===== config.mk =====
export PLATFORM = sky130hd
export DESIGN_NAME = fp_mul_round_pack
export DESIGN_NICKNAME = d
export VERILOG_FILES = /design/src/rtl/fpm_pkg.sv /design/src/rtl/fpm_round_rne.sv /design/src/rtl/fp_mul_round_pack.sv
export SDC_FILE = /design/constraint.sdc
export NUM_CORES = 1
export LEC_CHECK = 0
export CORE_MARGIN = 2
export CORE_UTILIZATION = 50
export DETAILED_ROUTE_END_ITERATION = 7
export GPL_TIMING_DRIVEN = 0
export HOLD_SLACK_MARGIN = 0.1
export PLACE_DENSITY_LB_ADDON = 0.25
export SKIP_LAST_GASP = 1
export SLEW_MARGIN = 20
export SYNTH_ARGS = -nofsm -noshare
export SYNTH_HDL_FRONTEND = slang
export SYNTH_SLANG_ARGS = --single-unit

===== constraint.sdc =====
create_clock -name clk -period 3.4 [get_ports clk]
set_input_delay 0.68 -clock clk [delete_from_list [all_inputs] [get_ports clk]]
set_output_delay 0.68 -clock clk [all_outputs]
set_load 0.03 [all_outputs]

===== src/rtl/fpm_pkg.sv =====
// fpm_pkg: shared constants and the stage-1 pipeline record for the
// single-precision multiplier round/pack stage (fp_mul_round_pack).
package fpm_pkg;

  localparam int EXP_W  = 8;
  localparam int MANT_W = 23;
  localparam int BIAS   = 127;
  localparam int PRDT_W = 2 * (MANT_W + 1);
  localparam int SEXP_W = 11;
  localparam logic [EXP_W-1:0] EXP_INF = 8'hFF;

  // Normalized but not yet rounded value carried from S1 to S2.
  typedef struct packed {
    logic              sign;
    logic              zero;
    logic [SEXP_W-1:0] exp;
    logic [MANT_W-1:0] mant;
    logic              g;
    logic              st;
  } fpm_s1_t;

endpackage


===== src/rtl/fpm_round_rne.sv =====
// fpm_round_rne: combinational mantissa rounding for the S2 stage.
// Build option FPM_RNE_ROUND_EN: defined -> round-to-nearest-even,
// undefined -> truncation (mantissa and exponent pass through).
module fpm_round_rne
  import fpm_pkg::*;
(
  input  logic [MANT_W-1:0] mant,
  input  logic              g,
  input  logic              st,
  input  logic [SEXP_W-1:0] exp,
  output logic [MANT_W-1:0] mant_rnd,
  output logic [SEXP_W-1:0] exp_rnd
);

`ifdef FPM_RNE_ROUND_EN
  logic              inc;
  logic [MANT_W:0]   sum;

  // Round half to even; a carry out of the mantissa bumps the exponent.
  always_comb begin
    inc      = g & (st | mant[0]);
    sum      = {1'b0, mant} + {{MANT_W{1'b0}}, inc};
    mant_rnd = sum[MANT_W-1:0];
    exp_rnd  = exp;
    if (sum[MANT_W]) begin
      mant_rnd = '0;
      exp_rnd  = exp + SEXP_W'(1);
    end
  end
`else
  logic unused_rnd_bits;

  // Truncation: guard/sticky only feed the inexact flag upstream.
  assign unused_rnd_bits = g | st;
  assign mant_rnd        = mant;
  assign exp_rnd         = exp;
`endif

endmodule


===== src/rtl/fp_mul_round_pack.sv =====
// fp_mul_round_pack: normalize (S1), round and range-check/pack (S2) the raw
// 24x24 significand product into an IEEE-754 binary32 result.
// Rounding mode selected by FPM_RNE_ROUND_EN (see fpm_round_rne).
//
// Handshake: a transfer occurs on a rising edge where valid and ready are both
// high. Each stage loads when it is empty or the stage after it is advancing,
// so in_ready = !s1_valid | !out_valid | out_ready, forced low during reset.
// Under backpressure the output registers hold their value.
module fp_mul_round_pack
  import fpm_pkg::*;
(
  input  logic              clk,
  input  logic              rst,
  input  logic              in_valid,
  output logic              in_ready,
  input  logic              in_sign,
  input  logic [EXP_W:0]    in_exp_sum,
  input  logic [PRDT_W-1:0] in_prdt,
  input  logic              in_zero,
  output logic              out_valid,
  input  logic              out_ready,
  output logic [31:0]       out_result,
  output logic              out_overflow,
  output logic              out_underflow,
  output logic              out_inexact
);

  localparam logic [SEXP_W-1:0] EXP_MAX = {3'b000, EXP_INF};

  logic              s1_valid;
  fpm_s1_t           s1_q;
  fpm_s1_t           s1_d;
  logic              s1_load;
  logic              s2_load;
  logic [MANT_W-1:0] mant_rnd;
  logic [SEXP_W-1:0] exp_rnd;
  logic [31:0]       res_d;
  logic              ovf_d;
  logic              unf_d;
  logic              inx_d;

  assign s2_load  = !out_valid || out_ready;
  assign s1_load  = !s1_valid || s2_load;
  assign in_ready = !rst && s1_load;

  // S1 normalize: the product is in [1,4); bit 47 selects the one-bit shift.
  always_comb begin
    s1_d      = '0;
    s1_d.sign = in_sign;
    s1_d.zero = in_zero;
    if (in_prdt[PRDT_W-1]) begin
      s1_d.mant = in_prdt[PRDT_W-2:PRDT_W-1-MANT_W];
      s1_d.g    = in_prdt[PRDT_W-2-MANT_W];
      s1_d.st   = |in_prdt[PRDT_W-3-MANT_W:0];
    end else begin
      s1_d.mant = in_prdt[PRDT_W-3:PRDT_W-2-MANT_W];
      s1_d.g    = in_prdt[PRDT_W-3-MANT_W];
      s1_d.st   = |in_prdt[PRDT_W-4-MANT_W:0];
    end
    s1_d.exp = {2'b00, in_exp_sum} - SEXP_W'(BIAS)
             + {{(SEXP_W-1){1'b0}}, in_prdt[PRDT_W-1]};
  end

  // S1 pipeline register.
  always_ff @(posedge clk) begin
    if (rst) begin
      s1_valid <= 1'b0;
      s1_q     <= '0;
    end else if (s1_load) begin
      s1_valid <= in_valid;
      s1_q     <= s1_d;
    end
  end

  fpm_round_rne u_round (
    .mant     (s1_q.mant),
    .g        (s1_q.g),
    .st       (s1_q.st),
    .exp      (s1_q.exp),
    .mant_rnd (mant_rnd),
    .exp_rnd  (exp_rnd)
  );

  // S2 range check in priority order: zero, overflow, underflow, normal.
  always_comb begin
    res_d = {s1_q.sign, 31'd0};
    ovf_d = 1'b0;
    unf_d = 1'b0;
    inx_d = s1_q.g | s1_q.st;
    if (s1_q.zero) begin
      inx_d = 1'b0;
    end else if ($signed(exp_rnd) >= $signed(EXP_MAX)) begin
      res_d = {s1_q.sign, EXP_INF, {MANT_W{1'b0}}};
      ovf_d = 1'b1;
    end else if ($signed(exp_rnd) <= $signed(SEXP_W'(0))) begin
      unf_d = 1'b1;
    end else begin
      res_d = {s1_q.sign, exp_rnd[EXP_W-1:0], mant_rnd};
    end
  end

  // S2 output register: result and flags advance together.
  always_ff @(posedge clk) begin
    if (rst) begin
      out_valid     <= 1'b0;
      out_result    <= '0;
      out_overflow  <= 1'b0;
      out_underflow <= 1'b0;
      out_inexact   <= 1'b0;
    end else if (s2_load) begin
      out_valid     <= s1_valid;
      out_result    <= res_d;
      out_overflow  <= ovf_d;
      out_underflow <= unf_d;
      out_inexact   <= inx_d;
    end
  end

endmodule

==> summary.md, run 1 <==
| Metric | Value |
|---|---|
| Core box area | 0.00631 mm^2 |
| First-pass GRT wire length | 13.3 mm |
| Ys Warns | 0 |
| Antenna-violating nets left | 0 |
| Post-synthesis net count | 429 |
| Hold Path Origin | s1_q[37] |
| Yosys cell types | 39 |
| Cell-internal power | 1.47 mW |
| Sw Ratio | 0.262 |
| Hold depth | 2 |
| Seq/Total Area, Yosys | 0.464 |
| Reg2Reg Depth | 5 |
| Post-Route WL | 8.19 mm |
| Number of antenna diodes | 0 |
| Type of origin of the critical path | input port |
| CP required | 2.72 ns |
| Post-Synthesis Cell Area | 0.00324 mm^2 |
| # fillers | 514 |
| Non-filler cells, final | 555 |
| Hold crit path type | reg2reg |
| Worst-path fanout max | 5 |
| Pin count of the biggest net entering global routing | 12 |
| Worst hold margin | 0.461 ns |
| Initial Util | 0.513 |
| Vias | 3070 |
| Max-cap violations | 0 |
| Total Neg Setup Slack | 0 ns |
| Sequential Area | 0.00150 mm^2 |
| Iteration count of the initial detailed-routing pass | 4 |
| Status | complete, no violations |
| HPWL Detailed | 6.13 mm |
| Chip height | 84.5 um |
| CTS tree | built |
| Max-slew headroom | 0.501 |
| Num CTS Buffers | 9 |
| Num rows | 29 |
| Maximum vdd ir drop | 0.000237 V |
| P_leak | 1.74 nW |
| Logic pwr share | 0.182 |
| Placed insts | 539 |
| Crit path kind | in2out |
| Congestion Overflow GR | 0 |
| Final instance area | 0.00451 mm^2 |
| H-tree levels | 3 |
| Post-synth EDFFs | 0 |
| CTS root buf | clkbuf_8 |
| Area of the multi-input gates | 0.00163 mm^2 |
| Total power | 2.00 mW |
| CP Data Arrival Time | 2.34 ns |
| Initial antenna violation count | 0 |
| Cells after Synth | 363 |
| Nets | 539 |
| Post-CTS Resized | 0 |
| Port Buf Inserts | 99 |
| Syn_area_per_cell | 8.92 um^2 |
| Die footprint | 0.00713 mm^2 |
| Reg clk slew, reported paths | 0.07 ns |
| Vias in the first global route | 2933 |
| Dpl cell area | 0.00432 mm^2 |
| Top Ports | 100 |
| Least-Margin Pin Slew | 0.749 ns |
| Clock share of power | 0.332 |
| Post-layout util | 0.715 |
| DRT iter0 DRCs | 128 |
| Clk sink count | 75 |
| CTS Hold Buffers Added | 0 |
| Max Root-Sink Buffers | 2 |
| Setup Skew | 0.00788 ns |
| Net switching power figure | 523 uW |
| Min Clock Period, post-route | 3.02 ns |
| RR Startpoint | out_valid |
| Max Clock Freq | 331 MHz |
| Share of flip-flops with an asynchronous set or reset | 0 |
| Hold Path End | s1_q[37] |
| Final hold violations | 0 |
| Endpoints failing setup | 0 |
| Die W | 84.5 um |
| CP endpoint kind | primary output |
| Final Max Slew Viols | 0 |
| Worst r2r dst | out_result[15] |
| Final GP Congestion | 0.828 |
| Sequential Power Share | 0.486 |
| Pre-CTS setup slack | 0.391 ns |
| Top FF cell, synth | dfxtp_1 |
| All-layer global routing usage | 0.232 |
| Skew-Pair Late Insertion Delay | 0.34 ns |
| Layout area overhead | 39.4% |
| Final Cycle Share | 0.889 |
| RSZ-0062 raised after global routing | false |
| Setup WS post-layout | 0.377 ns |
| FF+latch count, synth | 75 |
| Avg WL per Cell | 14.7 um |
| Post-CTS Setup Bufs | 0 |
| Vias per cell | 5.53 |
| Flop2flop setup slack | 1.41 ns |
| Drt drc | 0 |
| Power Dens Cells | 442 mW/mm^2 |
| Layout cell share with drive strength beyond 1 | 0.0523 |
-- cell usage after synthesis, types with 2 or more instances --
| cell | number | area share |
|---|---|---|
| nor3_1 | 2 | 0.0031 |
| a31oi_1 | 4 | 0.0077 |
| a211oi_1 | 28 | 0.065 |
| and3_1 | 3 | 0.0058 |
| nor4_1 | 7 | 0.014 |
| xnor2_1 | 6 | 0.016 |
| nand2_1 | 32 | 0.037 |
| nor2_1 | 66 | 0.077 |
| o21ai_0 | 3 | 0.0046 |
| xor2_1 | 5 | 0.014 |
| and2_1 | 2 | 0.0039 |
| a22oi_1 | 27 | 0.063 |
| mux2i_1 | 25 | 0.077 |
| nor2b_1 | 3 | 0.0058 |
| inv_1 | 2 | 0.0023 |
| clkbuf_1 | 19 | 0.022 |
| a21oi_1 | 18 | 0.028 |
| dfxtp_1 | 75 | 0.46 |
| nand4_1 | 6 | 0.012 |
| nand3_1 | 4 | 0.0062 |
| buf_2 | 5 | 0.0077 |
| a21boi_2 | 2 | 0.0070 |
| ha_1 | 3 | 0.012 |
-- power groups by stage --
stage / sequential (mW) / combinational [mW] / clock (mW)
after global placement: 0.989 / 0.354 / 0
final: 0.971 / 0.363 / 0.663
after floorplan: 1.03 / 0.149 / 0
after CTS: 0.971 / 0.364 / 0.668
after detailed placement: 0.991 / 0.361 / 0
after global routing: 0.978 / 0.392 / 0.704
-- worst max-delay path: stages --
cell	delay [ns]
clkdlybuf4s50_1	0.42
nor2b_1	0.34
and2_1	0.23
nor2_1	0.08
clkdlybuf4s50_1	0.60
-- cell type report --
type,count,area share
multi-input combinational,262,0.362
sequential,75,0.333
timing repair buffer,99,0.220
clock buffer,14,0.0338
buffer,24,0.0214
tap,77,0.0214
clock inverter,2,0.00776
inverter,2,0.00166
-- cell families after synthesis --
kind of cell,Yosys count,synth area share
and+or+nand+nor,134,0.191
AOI/OAI and AO/OA,89,0.195
xor gates and xnor gates,11,0.0298
DFF,75,0.464
adders and majority gates,3,0.0116
muxes,25,0.0773
buffers and inverters,26,0.0321
-- cell usage in the layout, fill, tap and decap left out, drive strengths merged, types with 2 or more instances in the layout --
master          n
nand3           5
mux2i          25
and3            3
clkdlybuf4s50  99
nor3b           2
nor2           66
a22oi          27
o21ai           3
inv             2
ha              3
nand2          32
and2            2
dfxtp          75
a21oi          18
a31oi           4
clkbuf         33
a22o            2
nor4            7
a211oi         28
nand4           6
buf             5
xor2            5
a21boi          2
nor2b           3
xnor2           6
nor3            3
-- routing by layer --
layer	GRT usage	part of all wire	vias to the layer above
li1	-	-	1538
met1	0.260	0.40	1424
met2	0.426	0.52	94
met3	0.0354	0.057	14
met4	0.117	0.024	0
met5	0	0	-
-- sequential cells by signal, indices dropped and copies added (netlist names) --
name / count
out_result: 32
s1_q: 38
out_underflow: 1
s1_valid: 1
out_valid: 1
out_inexact: 1
out_overflow: 1
-- worst max path at each step --
stage / from / end / depth (start not counted)
finish: out_ready / in_ready / 5
global placement: out_ready / in_ready / 5
detailed placement: out_ready / in_ready / 5
floorplan: in_exp_sum[0] / s1_q[33] / 8
CTS: out_ready / in_ready / 5
global route: out_ready / in_ready / 5
Note: power is estimated with default switching activity, not from simulation.
==> inputs of run 2 (changes only) <==
Settings changed: CORE_UTILIZATION 50 to 42, MAX_ROUTING_LAYER from default to met4.
Clock period 3.4 ns to 2.5 ns, I/O delays scaled along.
==> run 2 against run 1 <==
Count of clock-buffer cells in the layout down 3. Final area up 0.50%. Sequential cell count unchanged. Largest power group unchanged. Highest routed layer unchanged. Worst setup slack worse by 0.32 ns. Wire length down 1.1%. Clock skew up 0.0049 ns. Global-route usage down 2.8 points. Largest cell class unchanged. Critical path type unchanged. Clock power up 26%. Final cell count up 4.3%. Combinational power up 35%.
==> summary.md, run 2 (synthesis results as in run 1) <==
| Metric | Value |
|---|---|
| Core box area | 0.00761 mm^2 (+20%) |
| Pin count of the biggest net entering global routing | 13 (+1) |
| Total power | 2.65 mW (+33%) |
| Setup WS post-layout | 0.0598 ns (-0.317 ns) |
| CP endpoint kind | primary output |
| Clk sink count | 75 (unchanged) |
| CTS tree | built |
| Reg clk slew, reported paths | 0.06 ns (about the same) |
| Final Cycle Share | 0.976 |
| Initial Util | 0.425 (-0.0872) |
| Drt drc | 0 (unchanged) |
| DRT iter0 DRCs | 110 (-14%) |
| Avg WL per Cell | 14.0 um (-5.2%) |
| Most common cell after layout, fill and taps aside | clkdlybuf4s50_1 |
| RSZ-0062 raised after global routing | false |
| Vias in the first global route | 2924 (-0.31%) |
| Top reg by flops | s1_q |
| Biggest regs | s1_q: 38 flops, out_result: 32 flops |
| Die footprint | 0.00843 mm^2 (+18%) |
| Crit path max-delay cell type | clkdlybuf4s50_1 |
| Max FFs per register | 38 (unchanged) |
| P_leak | 1.74 nW (-0.11%) |
| Final instance area | 0.00453 mm^2 (+0.50%) |
| Antenna-violating nets left | 0 (unchanged) |
| Maximum vdd ir drop | 0.000239 V (+1.2%) |
| CP required | 2.00 ns (-0.72 ns) |
| Worst-path fanout max | 5 (unchanged) |
| Vias per cell | 5.20 (-6.0%) |
| First-pass GRT wire length | 13.5 mm (+1.7%) |
| Top Ports | 100 (unchanged) |
| Initial antenna violation count | 0 (unchanged) |
| Layout cell share with drive strength beyond 1 | 0.0608 (+0.00850) |
| Least-Margin Pin Slew | 0.691 ns (-0.0578 ns) |
| Final GP Congestion | 0.809 (-2.3%) |
| Max Clock Freq | 410 MHz |
| Pre-CTS setup slack | -0.254 ns (-0.645 ns) |
| Dpl cell area | 0.00436 mm^2 (+0.72%) |
| Layout area overhead | 40.1% |
| Commonest non-fill, non-tap cells in the layout | 98 x clkdlybuf4s50_1, 75 x dfxtp_1, 66 x nor2_1 |
| Final hold violations | 0 (unchanged) |
| Power Dens Cells | 584 mW/mm^2 (+32%) |
| Port Buf Inserts | 99 (unchanged) |
| CP Data Arrival Time | 1.94 ns (-0.40 ns) |
| Hold crit path type | reg2reg |
| Final Max Slew Viols | 0 (unchanged) |
| Skew-Pair Late Insertion Delay | 0.35 ns (about the same) |
| Endpoints failing setup | 0 (unchanged) |
| Max Root-Sink Buffers | 2 (unchanged) |
| Crit path kind | in2out |
| Post-Route WL | 8.09 mm (-1.1%) |
| Num CTS Buffers | 9 (unchanged) |
| Type of origin of the critical path | input port |
| Die W | 91.8 um (+8.7%) |
| Iteration count of the initial detailed-routing pass | 4 (unchanged) |
| CP max stage delay | 0.47 ns (-0.13 ns) |
| H-tree levels | 3 (unchanged) |
| HPWL Detailed | 6.29 mm (+2.5%) |
| Total Neg Setup Slack | 0 ns (unchanged) |
| CTS Hold Buffers Added | 0 (unchanged) |
| CTS root buf | clkbuf_8 |
| Post-CTS Setup Bufs | 0 (unchanged) |
| Vias | 3009 (-2.0%) |
| Number of antenna diodes | 0 (unchanged) |
| Max-slew headroom | 0.540 (+0.0386) |
| Congestion Overflow GR | 0 (unchanged) |
| Placed insts | 564 (+4.6%) |
| Setup Skew | 0.0128 ns (+0.00491 ns) |
| All-layer global routing usage | 0.204 (-0.0285) |
| Non-filler cells, final | 579 (+4.3%) |
| Max-cap violations | 0 (unchanged) |
| Nets | 539 (unchanged) |
| Status | complete, no violations |
| Worst-path cell chain | clkdlybuf4s50_1 > nor2b_2 > and2_1 > nor2_1 > dlygate4sd2_1 |
| Num rows | 32 (+10%) |
| Chip height | 91.8 um (+8.7%) |
| Min Clock Period, post-route | 2.44 ns |
## run 2: area by class of cell
cell class / count / area [um^2]
Fill cell: 696 / 3070
Multi-Input combinational cell: 262 / 1630
Sequential cell: 75 / 1500
Timing Repair Buffer: 99 / 990
Clock buffer: 11 / 151
Tap cell: 102 / 128
Buffer: 24 / 96.3
Clock inverter: 4 / 26.3
Inverter: 2 / 7.51
## run 2: worst max-delay path: cells and delay by family
kind	cells	cell delay, ns
buffers and inverters	2	0.91
and+or+nand+nor	3	0.52
## run 2: path summary, 6_finish.rpt
check	end	cells past startpoint	startpoint	slack [ns]
max reg2reg	out_result[16]	5	out_valid	0.60
min	out_overflow	2	out_overflow	0.46
max	in_ready	5	out_ready	0.06
min reg2reg	out_overflow	2	out_overflow	0.46
## run 2: what timing repair did
action,4_1_cts,5_1_grt
gates resized for setup,2,1
endpoints found under the setup margin,1,1
pin swaps,0,0
## run 2: per-stage QoR
step            util  hold WS, ns
2_1_floorplan      -        0.431
3_3_place_gp   0.573        0.443
3_5_place_dp   0.573        0.453
4_1_cts        0.596        0.463
5_1_grt        0.596        0.487
6_report       0.596        0.458
## run 2: where the power goes
group / total [mW] / switching, mW / leakage [nW] / internal (mW)
clock: 0.835 / 0.428 / 0.0912 / 0.407
combinational: 0.491 / 0.250 / 1.03 / 0.242
sequential: 1.32 / 0.0493 / 0.619 / 1.27
## run 2: layer usage
metal  wire, um  GRT usage
met1       3880      0.266
met4         95     0.0771
met5          0          -
met3        452     0.0386
met2       3670      0.316
==> inputs of run 3 (changes only) <==
Settings changed: GPL_ROUTABILITY_DRIVEN from default to 0.
==> results of run 3 <==
Same layout as run 2: the final DEF is identical, and so are final timing and power.
